$ cat src/rtl/cpu_pipeline_ctrl_pkg.sv
// Shared pipeline-control types: per-register stall vectors and multi-cycle FSM states.
package cpu_defs;

    typedef logic [4:0] Stall_t;

    // Bit k holds pipeline register k: [0]PC [1]IF/ID [2]ID/EX [3]EX/MEM [4]MEM/WB
    localparam Stall_t STALL_NONE  = 5'b00000;
    localparam Stall_t STALL_IF    = 5'b00001;
    localparam Stall_t STALL_ID    = 5'b00011;
    localparam Stall_t STALL_MULTI = 5'b00111;
    localparam Stall_t STALL_MEM   = 5'b01111;

    typedef enum logic [1:0] {
        MULTI_IDLE,
        MULTI_BUSY,
        MULTI_DONE
    } MultiState_t;

endpackage

$ cat src/rtl/cpu_pipeline_ctrl_if.sv
// Request/response bundle between the pipeline stages and the central sequencer.
interface cpu_pipeline_ctrl_if
    import cpu_defs::*;
#(
    parameter int MULTI_CNT_W = 6,
    parameter int PERF_W      = 32
);
    logic                   stallreq_if;
    logic                   stallreq_id;
    logic                   stallreq_mem;
    logic                   multi_start;
    logic [MULTI_CNT_W-1:0] multi_cycles;
    logic                   flush_req;
    logic [31:0]            flush_pc;

    Stall_t                 stall;
    logic                   flush;
    logic [31:0]            redirect_pc;
    logic                   multi_busy;
    logic                   multi_done;
    logic [PERF_W-1:0]      stall_cycles;
    logic [PERF_W-1:0]      flush_count;

    modport master (
        output stallreq_if, stallreq_id, stallreq_mem, multi_start, multi_cycles,
               flush_req, flush_pc,
        input  stall, flush, redirect_pc, multi_busy, multi_done, stall_cycles, flush_count
    );

    modport slave (
        input  stallreq_if, stallreq_id, stallreq_mem, multi_start, multi_cycles,
               flush_req, flush_pc,
        output stall, flush, redirect_pc, multi_busy, multi_done, stall_cycles, flush_count
    );

endinterface

$ cat src/rtl/cpu_pipeline_ctrl_multi_seq.sv
// Multi-cycle EX operation countdown: stalls for N cycles (N=0 treated as 1), then one done cycle.
module cpu_multi_seq
    import cpu_defs::*;
#(
    parameter int CNT_W = 6
) (
    input  logic             clk,
    input  logic             rst,
    input  logic             start,
    input  logic [CNT_W-1:0] cycles,
    input  logic             freeze,
    input  logic             abort,
    output logic             busy,
    output logic             stall_req,
    output logic             done
);

    localparam logic [CNT_W-1:0] ONE = 1;

    MultiState_t      state;
    logic [CNT_W-1:0] cnt;
    logic [CNT_W-1:0] eff;
    logic             launch;

    always_comb begin
        eff    = (cycles == '0) ? ONE : cycles;
        launch = (state == MULTI_IDLE) && start && !abort;
    end

    // Start cycle already counts as the first stall cycle, hence the N-1 load.
    always_comb begin
        busy      = 1'b0;
        stall_req = 1'b0;
        done      = 1'b0;
        if (!rst) begin
            case (state)
                MULTI_IDLE: begin
                    busy      = launch;
                    stall_req = launch;
                end
                MULTI_BUSY: begin
                    busy      = 1'b1;
                    stall_req = 1'b1;
                end
                MULTI_DONE: done = !abort;
                default: ;
            endcase
        end
    end

    always_ff @(posedge clk or posedge rst) begin
        if (rst) begin
            state <= MULTI_IDLE;
            cnt   <= '0;
        end else if (abort) begin
            state <= MULTI_IDLE;
            cnt   <= '0;
        end else if (!freeze) begin
            case (state)
                MULTI_IDLE: begin
                    if (start) begin
                        if (eff == ONE) begin
                            state <= MULTI_DONE;
                        end else begin
                            state <= MULTI_BUSY;
                            cnt   <= eff - ONE;
                        end
                    end
                end
                MULTI_BUSY: begin
                    if (cnt == ONE) begin
                        state <= MULTI_DONE;
                        cnt   <= '0;
                    end else begin
                        cnt <= cnt - ONE;
                    end
                end
                MULTI_DONE: state <= MULTI_IDLE;
                default:    state <= MULTI_IDLE;
            endcase
        end
    end

endmodule

$ cat src/rtl/cpu_pipeline_ctrl.sv
// Central pipeline sequencer: stall priority merge, flush/redirect and performance counters.
module cpu_pipeline_ctrl
    import cpu_defs::*;
#(
    parameter int MULTI_CNT_W = 6,
    parameter int PERF_W      = 32
) (
    input  logic                clk,
    input  logic                rst,
    cpu_pipeline_ctrl_if.slave  bus
);

    localparam logic [PERF_W-1:0] PERF_ONE = 1;

    logic   multi_busy;
    logic   multi_stall;
    logic   multi_done;
    Stall_t stall;
    logic   flush;
    logic [31:0] redirect_pc;
    logic [PERF_W-1:0] stall_cycles;
    logic [PERF_W-1:0] flush_count;

    cpu_multi_seq #(
        .CNT_W (MULTI_CNT_W)
    ) u_multi (
        .clk       (clk),
        .rst       (rst),
        .start     (bus.multi_start),
        .cycles    (bus.multi_cycles),
        .freeze    (bus.stallreq_mem),
        .abort     (bus.flush_req),
        .busy      (multi_busy),
        .stall_req (multi_stall),
        .done      (multi_done)
    );

    // Outputs are forced low during reset even though requests are combinational.
    always_comb begin
        stall       = STALL_NONE;
        flush       = 1'b0;
        redirect_pc = '0;
        if (!rst) begin
            if (bus.flush_req) begin
                flush       = 1'b1;
                redirect_pc = bus.flush_pc;
            end else if (bus.stallreq_mem) begin
                stall = STALL_MEM;
            end else if (multi_stall) begin
                stall = STALL_MULTI;
            end else if (bus.stallreq_id) begin
                stall = STALL_ID;
            end else if (bus.stallreq_if) begin
                stall = STALL_IF;
            end
        end
    end

    always_ff @(posedge clk or posedge rst) begin
        if (rst) begin
            stall_cycles <= '0;
            flush_count  <= '0;
        end else begin
            if (stall != STALL_NONE) stall_cycles <= stall_cycles + PERF_ONE;
            if (flush)               flush_count  <= flush_count + PERF_ONE;
        end
    end

    assign bus.stall        = stall;
    assign bus.flush        = flush;
    assign bus.redirect_pc  = redirect_pc;
    assign bus.multi_busy   = multi_busy;
    assign bus.multi_done   = multi_done;
    assign bus.stall_cycles = stall_cycles;
    assign bus.flush_count  = flush_count;

endmodule

$ cat src/flat_wrapper.sv
// flat-port wrapper written by rule: the top's interface ports become plain ports
module cpu_pipeline_ctrl_flat import cpu_defs::*;
#(
    parameter int MULTI_CNT_W = 6,
    parameter int PERF_W      = 32
)
  (clk, rst, bus_stallreq_if, bus_stallreq_id, bus_stallreq_mem, bus_multi_start, bus_multi_cycles, bus_flush_req, bus_flush_pc, bus_stall, bus_flush, bus_redirect_pc, bus_multi_busy, bus_multi_done, bus_stall_cycles, bus_flush_count);
  cpu_pipeline_ctrl_if #(.MULTI_CNT_W(MULTI_CNT_W), .PERF_W(PERF_W)) bus_i ();
  input  logic clk;
  input  logic rst;
  input wire logic [$bits(bus_i.stallreq_if)-1:0] bus_stallreq_if;
  input wire logic [$bits(bus_i.stallreq_id)-1:0] bus_stallreq_id;
  input wire logic [$bits(bus_i.stallreq_mem)-1:0] bus_stallreq_mem;
  input wire logic [$bits(bus_i.multi_start)-1:0] bus_multi_start;
  input wire logic [$bits(bus_i.multi_cycles)-1:0] bus_multi_cycles;
  input wire logic [$bits(bus_i.flush_req)-1:0] bus_flush_req;
  input wire logic [$bits(bus_i.flush_pc)-1:0] bus_flush_pc;
  output wire logic [$bits(bus_i.stall)-1:0] bus_stall;
  output wire logic [$bits(bus_i.flush)-1:0] bus_flush;
  output wire logic [$bits(bus_i.redirect_pc)-1:0] bus_redirect_pc;
  output wire logic [$bits(bus_i.multi_busy)-1:0] bus_multi_busy;
  output wire logic [$bits(bus_i.multi_done)-1:0] bus_multi_done;
  output wire logic [$bits(bus_i.stall_cycles)-1:0] bus_stall_cycles;
  output wire logic [$bits(bus_i.flush_count)-1:0] bus_flush_count;
  assign bus_i.stallreq_if = bus_stallreq_if;
  assign bus_i.stallreq_id = bus_stallreq_id;
  assign bus_i.stallreq_mem = bus_stallreq_mem;
  assign bus_i.multi_start = bus_multi_start;
  assign bus_i.multi_cycles = bus_multi_cycles;
  assign bus_i.flush_req = bus_flush_req;
  assign bus_i.flush_pc = bus_flush_pc;
  assign bus_stall = bus_i.stall;
  assign bus_flush = bus_i.flush;
  assign bus_redirect_pc = bus_i.redirect_pc;
  assign bus_multi_busy = bus_i.multi_busy;
  assign bus_multi_done = bus_i.multi_done;
  assign bus_stall_cycles = bus_i.stall_cycles;
  assign bus_flush_count = bus_i.flush_count;
  cpu_pipeline_ctrl #(.MULTI_CNT_W(MULTI_CNT_W), .PERF_W(PERF_W)) u_core (.clk(clk), .rst(rst), .bus(bus_i));
endmodule
$ cat config.mk
export PLATFORM = sky130hd
export DESIGN_NAME = cpu_pipeline_ctrl_flat
export DESIGN_NICKNAME = d
export VERILOG_FILES = /design/src/rtl/cpu_pipeline_ctrl_pkg.sv /design/src/rtl/cpu_pipeline_ctrl_if.sv /design/src/rtl/cpu_pipeline_ctrl_multi_seq.sv /design/src/rtl/cpu_pipeline_ctrl.sv /design/src/flat_wrapper.sv
export SDC_FILE = /design/constraint.sdc
export NUM_CORES = 1
export LEC_CHECK = 0
export ABC_CLOCK_PERIOD_IN_PS = 3390
export BUFFER_PORTS_ARGS = -buffer_cell sky130_fd_sc_hd__buf_4
export CORE_UTILIZATION = 53
export CTS_CLUSTER_DIAMETER = 40
export CTS_CLUSTER_SIZE = 40
export DETAILED_ROUTE_END_ITERATION = 16
export HOLD_SLACK_MARGIN = 0.12
export PLACE_DENSITY = 0.86
export SYNTH_ARGS = -nofsm -noshare
export SYNTH_HDL_FRONTEND = slang
export SYNTH_SLANG_ARGS = --single-unit
$ cat constraint.sdc
create_clock -name clk -period 3.39 [get_ports clk]
set_input_delay 0.678 -clock clk [delete_from_list [all_inputs] [get_ports clk]]
set_output_delay 0.678 -clock clk [all_outputs]
set_load 0.01 [all_outputs]
# After elaboration in Yosys (flattened, before gate mapping)
# Index checks and enable logic that the tools add are counted.
# op_classes
addsub	4
eq_ne	8
n_mux	27
n_reduce_logical	9
# op_table
cell	count
$add A32 B1 Y32 const B	2
$mux W32	2
$mux W6	6
$mux W5	5
$eq A6 B1 Y1 const B	2
$pmux W6 S2	1
$sub A6 B1 Y6 const B	2
$mux W2	5
$ne A3 B3 Y1 const B	3
$logic_not A6 Y1	1
$mux W1	6
$reduce_bool A5 Y1	1
$pmux W2 S2	1
$reduce_and A4 Y1	1
$reduce_and A3 Y1	1
$reduce_bool A3 Y1	1
$eq A2 B1 Y1 const B	1
$eq A2 B2 Y1 const B	1
$logic_and A1 B1 Y1	2
$logic_not A2 Y1	1
$ne A2 B1 Y1 const B	1
$pmux W1 S2	1
$logic_not A1 Y1	1
# totals
regBits	72
inputBits	45
out_inout_bits	104
elab_cells	52

# Longest topological paths before layout
# Gate-level depths: netlist of the first run.
# logic_depth
ltp_word	10
depth_mapped	9
mapped_depth_nobuf	9

# Cells and area by module
# Synthesis of the first run repeated with hierarchy kept, for this count alone.
# hier_totals
cells_unflattened	388
area_unflattened_um2	3966.3
# modules_own_cells
mod	instances	cells_per_inst	area_each_um2	seq_area_each_um2
cpu_pipeline_ctrl	1	297	3226.8	1601.5
cpu_multi_seq	1	91	739.5	200.2

# Least setup slack after synthesis of the first run
# Ideal clock, no wire load.
# synth_path
kind	in2out
from	input port bus_flush_req
to	output port bus_stall[1]
t_arrival_ns	1.495
required_ns	2.712
path_slack_ns	1.217
cell_stages	4
path_buffers	1
path_cell_list	buf_2 > or2_1 > a21oi_1 > a21o_1
# synth_between
elab_chain_cells	8
# synth_rtl
element	line	source
start: declaration	flat_wrapper.sv:16	input wire logic [$bits(bus_i.flush_req)-1:0] bus_flush_req;
$logic_not A1 Y1	cpu_pipeline_ctrl_multi_seq.sv:27	launch = (state == MULTI_IDLE) && start && !abort;
$logic_and A1 B1 Y1	cpu_pipeline_ctrl_multi_seq.sv:27	
$pmux W1 S2	cpu_pipeline_ctrl_multi_seq.sv:36	case (state)
$mux W1	cpu_pipeline_ctrl_multi_seq.sv:35	if (!rst) begin
$mux W5	cpu_pipeline_ctrl.sv:49	end else if (multi_stall) begin
$mux W5	cpu_pipeline_ctrl.sv:47	end else if (bus.stallreq_mem) begin
$mux W5 *	cpu_pipeline_ctrl.sv:44	if (bus.flush_req) begin
$mux W5 *	cpu_pipeline_ctrl.sv:43	if (!rst) begin
end: declaration	flat_wrapper.sv:18	output wire logic [$bits(bus_i.stall)-1:0] bus_stall;
# Mark *: on every way between the ends. The rest lies on a longest branch, timed or not.

# Worst setup path in the final report of the first run
# layout_path
from	register u_core.u_multi.state[0]
to	output port bus_stall[0]
# layout_between
elab_chain_cells	9
elab_cells_between_ends	10
cone_classes	eq/ne (1); mux (6); reduce/logical (3)
# layout_rtl
element	line	source
start: declaration	cpu_pipeline_ctrl_multi_seq.sv:20	MultiState_t state;
start signal: assignment	cpu_pipeline_ctrl_multi_seq.sv:53	state <= MULTI_IDLE;
start signal: assignment	cpu_pipeline_ctrl_multi_seq.sv:56	state <= MULTI_IDLE;
start signal: assignment	cpu_pipeline_ctrl_multi_seq.sv:63	state <= MULTI_DONE;
$logic_not A2 Y1	cpu_pipeline_ctrl_multi_seq.sv:27, cpu_pipeline_ctrl_multi_seq.sv:36	
$logic_and A1 B1 Y1 (2 in series)	cpu_pipeline_ctrl_multi_seq.sv:27	
$pmux W1 S2 *	cpu_pipeline_ctrl_multi_seq.sv:36	
$mux W1 *	cpu_pipeline_ctrl_multi_seq.sv:35	
$mux W5 *	cpu_pipeline_ctrl.sv:49	
$mux W5 *	cpu_pipeline_ctrl.sv:47	
$mux W5 *	cpu_pipeline_ctrl.sv:44	
$mux W5 *	cpu_pipeline_ctrl.sv:43	
# Marked as above.

==> results of run 1 <==
layer usage:
| layer | vias up | global-route usage |
|---|---|---|
| met4 | 0 | 0.0864 |
| li1 | 1628 | - |
| met2 | 134 | 0.447 |
| met1 | 1610 | 0.301 |
| met3 | 14 | 0.0341 |
| met5 | - | 0 |
power breakdown:
group / switching (mW) / leakage [nW] / internal, mW
clock network: 0.325 / 0.0968 / 0.344
logic: 0.200 / 1.64 / 0.237
registers: 0.107 / 0.972 / 0.932
total: 0.632 / 2.71 / 1.51
area by class of cell:
cell class              count  area share
flip-flops and latches     72       0.343
well taps                  96      0.0229
multi-input cells         298       0.371
clock buffers              10      0.0243
repair buffers            149       0.216
inverters                  13     0.00930
clock inverters             6      0.0131
synth_stat cells (7+ instances only):
master / instances / area share
nand2_1: 37 / 0.036
xnor2_1: 35 / 0.079
xor2_1: 29 / 0.066
dfrtp_1: 72 / 0.47
inv_1: 13 / 0.013
nor3_1: 11 / 0.014
nand3_1: 20 / 0.026
and2_1: 37 / 0.060
a21oi_1: 10 / 0.013
nand4_1: 16 / 0.026
nor2_1: 35 / 0.034
and3_1: 7 / 0.011
flip-flops by register name, indices dropped and copies added, names as in the netlist:
name,flops
u_core.bus.flush_count,32
u_core.bus.stall_cycles,32
u_core.u_multi.cnt,6
u_core.u_multi.state,2
path summary, 6_finish.rpt:
| kind | startpoint | to | slack, ns | depth (start not counted) |
|---|---|---|---|---|
| setup / recovery | u_core.u_multi.state[0]$_DFFE_PP0P_ | bus_stall[0] | 0.90 | 4 |
| hold / removal | u_core.bus.stall_cycles[31]$_DFFE_PP0P_ | u_core.bus.stall_cycles[31]$_DFFE_PP0P_ | 0.47 | 1 |
| setup reg to reg | u_core.u_multi.state[0]$_DFFE_PP0P_ | u_core.bus.stall_cycles[26]$_DFFE_PP0P_ | 1.34 | 5 |
| hold reg to reg | u_core.bus.stall_cycles[31]$_DFFE_PP0P_ | u_core.bus.stall_cycles[31]$_DFFE_PP0P_ | 0.47 | 1 |
| max in group asynchronous | rst | u_core.bus.stall_cycles[2]$_DFFE_PP0P_ | 2.24 | 3 |
| min in group asynchronous | rst | u_core.u_multi.cnt[0]$_DFFE_PP0P_ | 0.49 | 2 |
kinds of logic after synthesis:
group,Yosys count,synth area share
muxes,3,0.00876
AOI/OAI and AO/OA,30,0.0522
xor gates and xnor gates,64,0.145
DFF,72,0.467
buffers and inverters,25,0.0282
adders and majority gates,6,0.0195
and+or+nand+nor,194,0.278
other,1,0.000972
stage by stage:
step	hold slack (ns)	cell area, um2	util	std cells
2_1_floorplan	0.504	3860	-	395
3_3_place_gp	0.459	5050	0.731	628
3_5_place_dp	0.461	5050	0.731	628
4_1_cts	0.474	5250	0.760	644
5_1_grt	0.483	5250	0.760	644
6_report	0.471	5250	0.760	644
cells in the final DEF, fill, tap and decap left out, drive strengths merged, types with 2 or more instances in the layout:
cell    count
a211oi      3
a21o        3
a21oi      10
and2       37
and3        7
and3b       3
and4        7
buf       149
clkbuf     10
clkinv      3
dfrtp      72
ha          6
inv        14
mux2        3
nand2      37
nand3      21
nand4      16
nor2       36
nor2b       4
nor3       11
nor3b       3
nor4        3
o21ai       4
o31ai       2
or2         3
or4         2
xnor2      35
xor2       29
worst max-delay path, cell delays in order (launching register included):
cell      delay [ns]
dfrtp_1         0.57
o21bai_1        0.19
and2_1          0.20
nor2_1          0.32
buf_4           0.19
==> flow_metrics.tcl, run 1 <==
set metrics [dict create \
    ant_nets 0 \
    grt_pass1_wl_mm 14.8 \
    async_flop_share 1.00 \
    ys.flop_type "dfrtp_1" \
    routed.top_layer "met4" \
    drv_cap 0 \
    drt_pre_antenna_iters 4 \
    drc_errors 0 \
    clk_path_buf_depth 2 \
    post_drt_wl_per_cell_um 14.3 \
    syn_nets 446 \
    critPathMaxFanout 12 \
    drt_iter0_markers 98 \
    insertedDiodeCount 0 \
    worst_slack_ns 0.904 \
    p_per_area_nw_per_um2 409 \
    seq_area_um2 1800 \
    cellLeakagePower_nw 2.71 \
    syn_to_final_growth_pct 36.0 \
    design.die.area_um2 7620 \
    post-route-period-util 0.733 \
    boundaryPins 149 \
    rows 30 \
    h-tree-depth 3 \
    fmax_mhz 402 \
    ys_ff_latch 72 \
    cp.arrival_ns 1.81 \
    syn_area_per_cell_um2 9.76 \
    cts.reportedPaths.clkPinSlew_ns 0.07 \
    route.met2.wl_mm 4.83 \
    hold_class "flip-flop to flip-flop" \
    cts_sinks 72 \
    cts_buffers 9 \
    die_w_um 87.3 \
    ir_drop_mv 0.277 \
    worstMarginPinSlew_ns 0.710 \
    layout-drive-gt1-share 0.328 \
    wirelength_mm 9.23 \
    start_kind "flip-flop" \
    nFillCells 512 \
    finalSetupViolCount 0 \
    min_period_ns 2.49 \
    placeableCoreArea_um2 6910 \
    final_hold_viol_count 0 \
    grt_pass1_vias 3215 \
    synth_seq_area_share 0.467 \
    wl_met3_um 463 \
    cts_tree "done" \
    fin_skew_ns 0.0105 \
    layout.nets 594 \
    setup_tns_ns 0 \
    grt_usage 0.247 \
    die_h_um 87.3 \
    holdBufCountCts 0 \
    clk_latency_ns 0.33 \
    ys_types 49 \
    netlist_instances 395 \
    synth_edf_count 0 \
    required_ns 2.71 \
    post_cts_buffers 0 \
    grt_max_degree 41 \
    syn_area_um2 3860 \
    multiInputGateArea_um2 1950 \
    power_mw 2.14 \
    hpwl_mm 6.98 \
    relSlewSlack 0.526 \
    viasPerCell 5.26 \
    clockRootBuffer "clkbuf_8" \
    crit_type "flip-flop to output pin" \
    cts_resized 0 \
    synth_warnings 0 \
    rsz0062_at_grt "no" \
    final_max_slew_viol_count 0 \
    pre_cts_ws_ns 0.812 \
    antenna_found_initial 0 \
    place.gp.congestion 0.850 \
    start_util 0.558 \
    vias 3386 \
    m1WireLength_mm 3.81 \
    outcome "finished, final reports clean" \
    numPortBuffers 147 \
    critPathCaptureType "output pin" \
    overflow 0 \
]
Note: power is estimated with default switching activity, not from simulation.
==> run 2, diff against run 1 <==
--- a/config.mk
+++ b/config.mk
@@ -5,14 +5,15 @@
 export SDC_FILE = /design/constraint.sdc
 export NUM_CORES = 1
 export LEC_CHECK = 0
-export ABC_CLOCK_PERIOD_IN_PS = 3390
+export ABC_AREA = 1
+export ABC_CLOCK_PERIOD_IN_PS = 2200
 export BUFFER_PORTS_ARGS = -buffer_cell sky130_fd_sc_hd__buf_4
-export CORE_UTILIZATION = 53
+export CORE_UTILIZATION = 48
 export CTS_CLUSTER_DIAMETER = 40
 export CTS_CLUSTER_SIZE = 40
 export DETAILED_ROUTE_END_ITERATION = 16
 export HOLD_SLACK_MARGIN = 0.12
-export PLACE_DENSITY = 0.86
+export PLACE_DENSITY = 0.77
 export SYNTH_ARGS = -nofsm -noshare
 export SYNTH_HDL_FRONTEND = slang
 export SYNTH_SLANG_ARGS = --single-unit
==> constraint.sdc (replaced) <==
create_clock -name clk -period 2.2 [get_ports clk]
set_input_delay 0.44 -clock clk [delete_from_list [all_inputs] [get_ports clk]]
set_output_delay 0.44 -clock clk [all_outputs]
set_load 0.01 [all_outputs]
==> flow_metrics.tcl, run 2 <==
set metrics [dict create \
    outcome "finished, final reports clean" \
    design.die.area_um2 11400 \
    netlist_instances 835 \
    cp.arrival_ns 1.54 \
    nFillCells 1032 \
    viasPerCell 4.84 \
    cp_num_buf_inv 1 \
    hp-start "bus_multi_cycles[5]" \
    synth_warnings 0 \
    layout.nets 1034 \
    final_common_cell "nand2_1" \
    synth_area_leaders "dfrtp_1 34%, nand2_1 27%, nor2_1 10%" \
    required_ns 1.76 \
    crit_type "flip-flop to output pin" \
    grt_usage 0.241 \
    rsz0062_at_grt "no" \
    wirelength_mm 13.5 \
    worst_slack_ns 0.216 \
    synth_common_cells "380 x nand2_1, 141 x nor2_1, 74 x inv_1, 72 x dfrtp_1, 46 x nand3_1" \
    cellLeakagePower_nw 3.43 \
    final_hold_viol_count 0 \
    yosysMostFrequentCell "nand2_1" \
    power_mw 4.26 \
    ys.flop_type "dfrtp_1" \
    whs_path_depth 5 \
    drv_cap 0 \
    critPathMaxFanout 6 \
    ir_drop_mv 0.294 \
    p_per_area_nw_per_um2 644 \
    fin_skew_ns 0.00835 \
    ys_ff_latch 72 \
    async_flop_share 1.00 \
    drc_errors 0 \
    numPortBuffers 147 \
    layout-drive-gt1-share 0.201 \
    die_h_um 107 \
    syn_area_per_cell_um2 6.29 \
    final_max_slew_viol_count 0 \
    pre_cts_ws_ns 0.206 \
    drt_iter0_markers 314 \
    clockRootBuffer "clkbuf_8" \
    post_cts_buffers 0 \
    worstMarginPinSlew_ns 0.897 \
    yosys.area.top_type_share 0.343 \
    syn_nets 886 \
    post_drt_wl_per_cell_um 12.0 \
    drt_pre_antenna_iters 4 \
    rows 37 \
    h-tree-depth 3 \
    synth_edf_count 0 \
    clk_latency_ns 0.35 \
    ys_types 39 \
    hold_ws_ns 0.439 \
    cpMaxStageDelayCell "dfrtp_1" \
    cts_resized 0 \
    syn_area_um2 5250 \
    rr_endpoint "u_core.bus.flush_count[12]$_DFFE_PP0P_" \
    antenna_found_initial 0 \
    holdBufCountCts 0 \
    boundaryPins 149 \
    hold_class "primary input to flip-flop" \
    grt_pass1_vias 4789 \
    cpPeakStageDelay_ns 0.46 \
    crit_chain "nor2_2, nand2_1, nand2_1, nand3_2, nand4_4, buf_4" \
    r2r_cells 8 \
    worstReg2RegStart "u_core.bus.flush_count[1]$_DFFE_PP0P_" \
    placeableCoreArea_um2 10500 \
    insertedDiodeCount 0 \
    cts_buffers 9 \
    grt_pass1_wl_mm 22.2 \
    fmax_mhz 504 \
    synth_seq_area_share 0.343 \
    ant_nets 0 \
    relSlewSlack 0.402 \
    place.gp.congestion 0.867 \
    yosys.area.top_type "dfrtp_1" \
    hpwl_mm 10.3 \
    vias 5438 \
    grt_max_degree 73 \
    overflow 0 \
    worst_path_most_repeated_cell "nand2_1" \
    hold-path-endpoint "u_core.u_multi.cnt[5]$_DFFE_PP0P_" \
    setup_tns_ns 0 \
    finalSetupViolCount 0 \
    critPathCaptureType "output pin" \
    reg.largest.list "u_core.bus.flush_count (32), u_core.bus.stall_cycles (32), u_core.u_multi.cnt (6)" \
    syn_to_final_growth_pct 25.9 \
    min_period_ns 1.98 \
    regToRegSetupSlack_ns 0.54 \
    start_kind "flip-flop" \
    fin_cells 1123 \
    critPathTopFamily "simple AND/OR/NAND/NOR gates" \
    cts_sinks 72 \
    layout_common_cells "380 x nand2_1, 153 x buf_4, 141 x nor2_1, 74 x inv_1, 72 x dfrtp_1" \
    start_util 0.502 \
    placed_cells 1108 \
    die_w_um 107 \
    cts_tree "done" \
    cts.reportedPaths.clkPinSlew_ns 0.08 \
    post-route-period-util 0.902 \
    clk_path_buf_depth 2 \
]
==> run 2: cell families after synthesis <==
logic type,Yosys count,share of synthesized area
other cells,1,0.000714
xor+xnor,30,0.0500
compound gates,17,0.0176
buf+inv,95,0.0815
flops,72,0.343
simple gates,614,0.493
fa+ha+maj,6,0.0143
==> run 2: area by class of cell <==
type	count	area, um2	area share
Clock buffer	12	155	0.0235
Clock inverter	3	17.5	0.00265
Inverter	79	299	0.0452
Multi-Input combinational cell	668	3020	0.457
Sequential cell	72	1800	0.272
Tap cell	136	170	0.0257
Timing Repair Buffer	153	1150	0.174
==> run 2: report_power, final <==
part	switching [mW]	total [mW]	internal (mW)
logic	0.916	1.55	0.633
clock network	0.493	0.954	0.461
registers	0.249	1.76	1.51
total	1.66	4.26	2.60
==> run 2: per-layer routing <==
layer,vias to the layer above,global-route usage,wire length (um)
met5,-,0,0
met4,0,0.0568,123
met3,12,0.0438,757
met2,161,0.399,6260
met1,2430,0.327,6320
li1,2835,-,-
==> run 2: worst max path at each step <==
stage	start	end	slack, ns	cells after the start
after global placement	bus_multi_cycles[3]	u_core.u_multi.cnt[0]$_DFFE_PP0P_	0.28	12
after CTS	u_core.u_multi.state[1]$_DFFE_PP0P_	bus_stall[0]	0.20	6
final	u_core.u_multi.state[1]$_DFFE_PP0P_	bus_stall[0]	0.22	6
after detailed placement	bus_multi_cycles[3]	u_core.u_multi.cnt[0]$_DFFE_PP0P_	0.21	12
after global routing	u_core.u_multi.state[1]$_DFFE_PP0P_	bus_stall[0]	0.09	6
after floorplan	rst	u_core.bus.flush_count[19]$_DFFE_PP0P_	0.21	9
==> run 2: worst reg2reg max path, delay by kind of cell (launching register included) <==
kind,cells,cell delay [ns]
AND/OR/NAND/NOR,5,0.75
adder cells (fa/ha/maj),1,0.20
flip-flops,1,0.43
buffers and inverters,1,0.05
XOR/XNOR,1,0.15
==> run 2: through the flow <==
step	util	instance area [um2]
3_5_place_dp	0.616	6440
3_3_place_gp	0.616	6440
6_report	0.632	6620
5_1_grt	0.632	6620
2_1_floorplan	-	5250
4_1_cts	0.632	6620
==> run 3, diff against run 2 <==
--- a/config.mk
+++ b/config.mk
@@ -9,6 +9,7 @@
 export ABC_CLOCK_PERIOD_IN_PS = 2200
 export BUFFER_PORTS_ARGS = -buffer_cell sky130_fd_sc_hd__buf_4
 export CORE_UTILIZATION = 48
+export CTS_BUF_LIST = sky130_fd_sc_hd__clkbuf_16
 export CTS_CLUSTER_DIAMETER = 40
 export CTS_CLUSTER_SIZE = 40
 export DETAILED_ROUTE_END_ITERATION = 16
==> flow_metrics.tcl, run 3 (synthesis gave the netlist of run 2 again) <==
set metrics [dict create \
    outcome "finished, final reports clean" \
    reg.largest.list "u_core.bus.flush_count (32), u_core.bus.stall_cycles (32), u_core.u_multi.cnt (6)" \
    power_mw 4.58 \
    post_drt_wl_per_cell_um 12.1 \
    min_period_ns 1.96 \
    boundaryPins 149 \
    ir_drop_mv 0.358 \
    die_w_um 107 \
    rows 37 \
    insertedDiodeCount 0 \
    grt_usage 0.244 \
    grt_pass1_vias 4914 \
    numPortBuffers 147 \
    rsz0062_at_grt "no" \
    critPathMaxFanout 6 \
    worst_path_most_repeated_cell "nand2_1" \
    crit_chain "nor2_2, nand2_1, nand2_1, nand3_2, nand4_4, buf_4" \
    cts.reportedPaths.clkPinSlew_ns 0.06 \
    regToRegSetupSlack_ns 0.49 \
    required_ns 1.76 \
    ant_nets 0 \
    layout.nets 1034 \
    fin_skew_ns 0.00673 \
    drt_pre_antenna_iters 5 \
    placeableCoreArea_um2 10500 \
    finalSetupViolCount 0 \
    wirelength_mm 13.6 \
    final_common_cell "nand2_1" \
    hold-path-endpoint "u_core.u_multi.cnt[5]$_DFFE_PP0P_" \
    start_kind "flip-flop" \
    drc_errors 0 \
    worstReg2RegStart "u_core.bus.flush_count[1]$_DFFE_PP0P_" \
    crit_type "flip-flop to output pin" \
    die_h_um 107 \
    cellLeakagePower_nw 3.47 \
    post-route-period-util 0.890 \
    drv_cap 0 \
    drt_iter0_markers 338 \
    clk_path_buf_depth 2 \
    post_cts_buffers 0 \
    place.gp.congestion 0.867 \
    cp.arrival_ns 1.52 \
    layout-drive-gt1-share 0.199 \
    start_util 0.502 \
    whs_path_depth 5 \
    fin_cells 1123 \
    placed_cells 1108 \
    overflow 0 \
    cpPeakStageDelay_ns 0.45 \
    holdBufCountCts 0 \
    final_hold_viol_count 0 \
    r2r_cells 8 \
    cts_sinks 72 \
    clk_latency_ns 0.33 \
    antenna_found_initial 0 \
    worstMarginPinSlew_ns 0.910 \
    clockRootBuffer "clkbuf_16" \
    rr_endpoint "u_core.bus.flush_count[12]$_DFFE_PP0P_" \
    syn_to_final_growth_pct 27.5 \
    hpwl_mm 10.3 \
    finish.utilization 0.640 \
    critPathCaptureType "output pin" \
    vias 5484 \
    hold_class "primary input to flip-flop" \
    layout_common_cells "380 x nand2_1, 153 x buf_4, 141 x nor2_1, 75 x inv_1, 72 x dfrtp_1" \
    fmax_mhz 511 \
    hp-start "bus_multi_cycles[5]" \
    grt_pass1_wl_mm 22.5 \
    cts_resized 0 \
    setup_tns_ns 0 \
    relSlewSlack 0.394 \
    final_max_slew_viol_count 0 \
    h-tree-depth 3 \
    p_per_area_nw_per_um2 684 \
    cpMaxStageDelayCell "dfrtp_1" \
    grt_max_degree 73 \
    viasPerCell 4.88 \
    design.die.area_um2 11400 \
    cts_tree "done" \
    cts_buffers 9 \
]
[run 3: cell count changes in the layout (fill, tap and decap cells not counted), sizes merged]
cell,change
clkbuf,-3
inv,+1
clkinv,+2
[run 3: layout make-up]
cell class / instances / area, um2
tap: 136 / 170
clock inverter: 6 / 28.8
timing repair buffer: 153 / 1150
inverter: 79 / 299
multi-input combinational: 668 / 3020
fill: 1014 / 3770
clock buffer: 9 / 225
sequential: 72 / 1800
[run 3: routing by layer]
layer | up-vias | global-route usage | wire, um
met4 | 0 | 0.0783 | 178
met5 | - | 0 | 0
met2 | 173 | 0.408 | 6330
li1 | 2843 | - | -
met3 | 16 | 0.0292 | 710
met1 | 2452 | 0.328 | 6400
[run 3: worst max-delay path by stage]
stage               depth (start not counted)                                     end                                 from
floorplan                                   9  u_core.bus.flush_count[19]$_DFFE_PP0P_                                  rst
global placement                           12       u_core.u_multi.cnt[0]$_DFFE_PP0P_                  bus_multi_cycles[3]
detailed placement                         12       u_core.u_multi.cnt[0]$_DFFE_PP0P_                  bus_multi_cycles[3]
CTS                                         6                            bus_stall[0]  u_core.u_multi.state[1]$_DFFE_PP0P_
global route                                6                            bus_stall[0]  u_core.u_multi.state[1]$_DFFE_PP0P_
finish                                      6                            bus_stall[0]  u_core.u_multi.state[1]$_DFFE_PP0P_
[run 3: power breakdown]
| group | switching, mW | total, mW | internal [mW] |
|---|---|---|---|
| Clock | 0.534 | 1.27 | 0.740 |
| Combinational | 0.911 | 1.54 | 0.633 |
| Sequential | 0.249 | 1.76 | 1.51 |
[run 3: metrics by stage]
stage / setup slack (ns) / area [um2] / hold WS [ns]
after floorplan: 0.208 / 5250 / 0.491
after global placement: 0.283 / 6440 / 0.491
after detailed placement: 0.206 / 6440 / 0.496
after CTS: 0.237 / 6700 / 0.452
after global routing: 0.131 / 6700 / 0.519
final: 0.242 / 6700 / 0.469
[run 3: worst max-delay path, delay by kind of cell, from the launching register on]
family                 cells  cell delay [ns]
buffers and inverters      1             0.14
flip-flops                 1             0.45
AND/OR/NAND/NOR            5             0.61
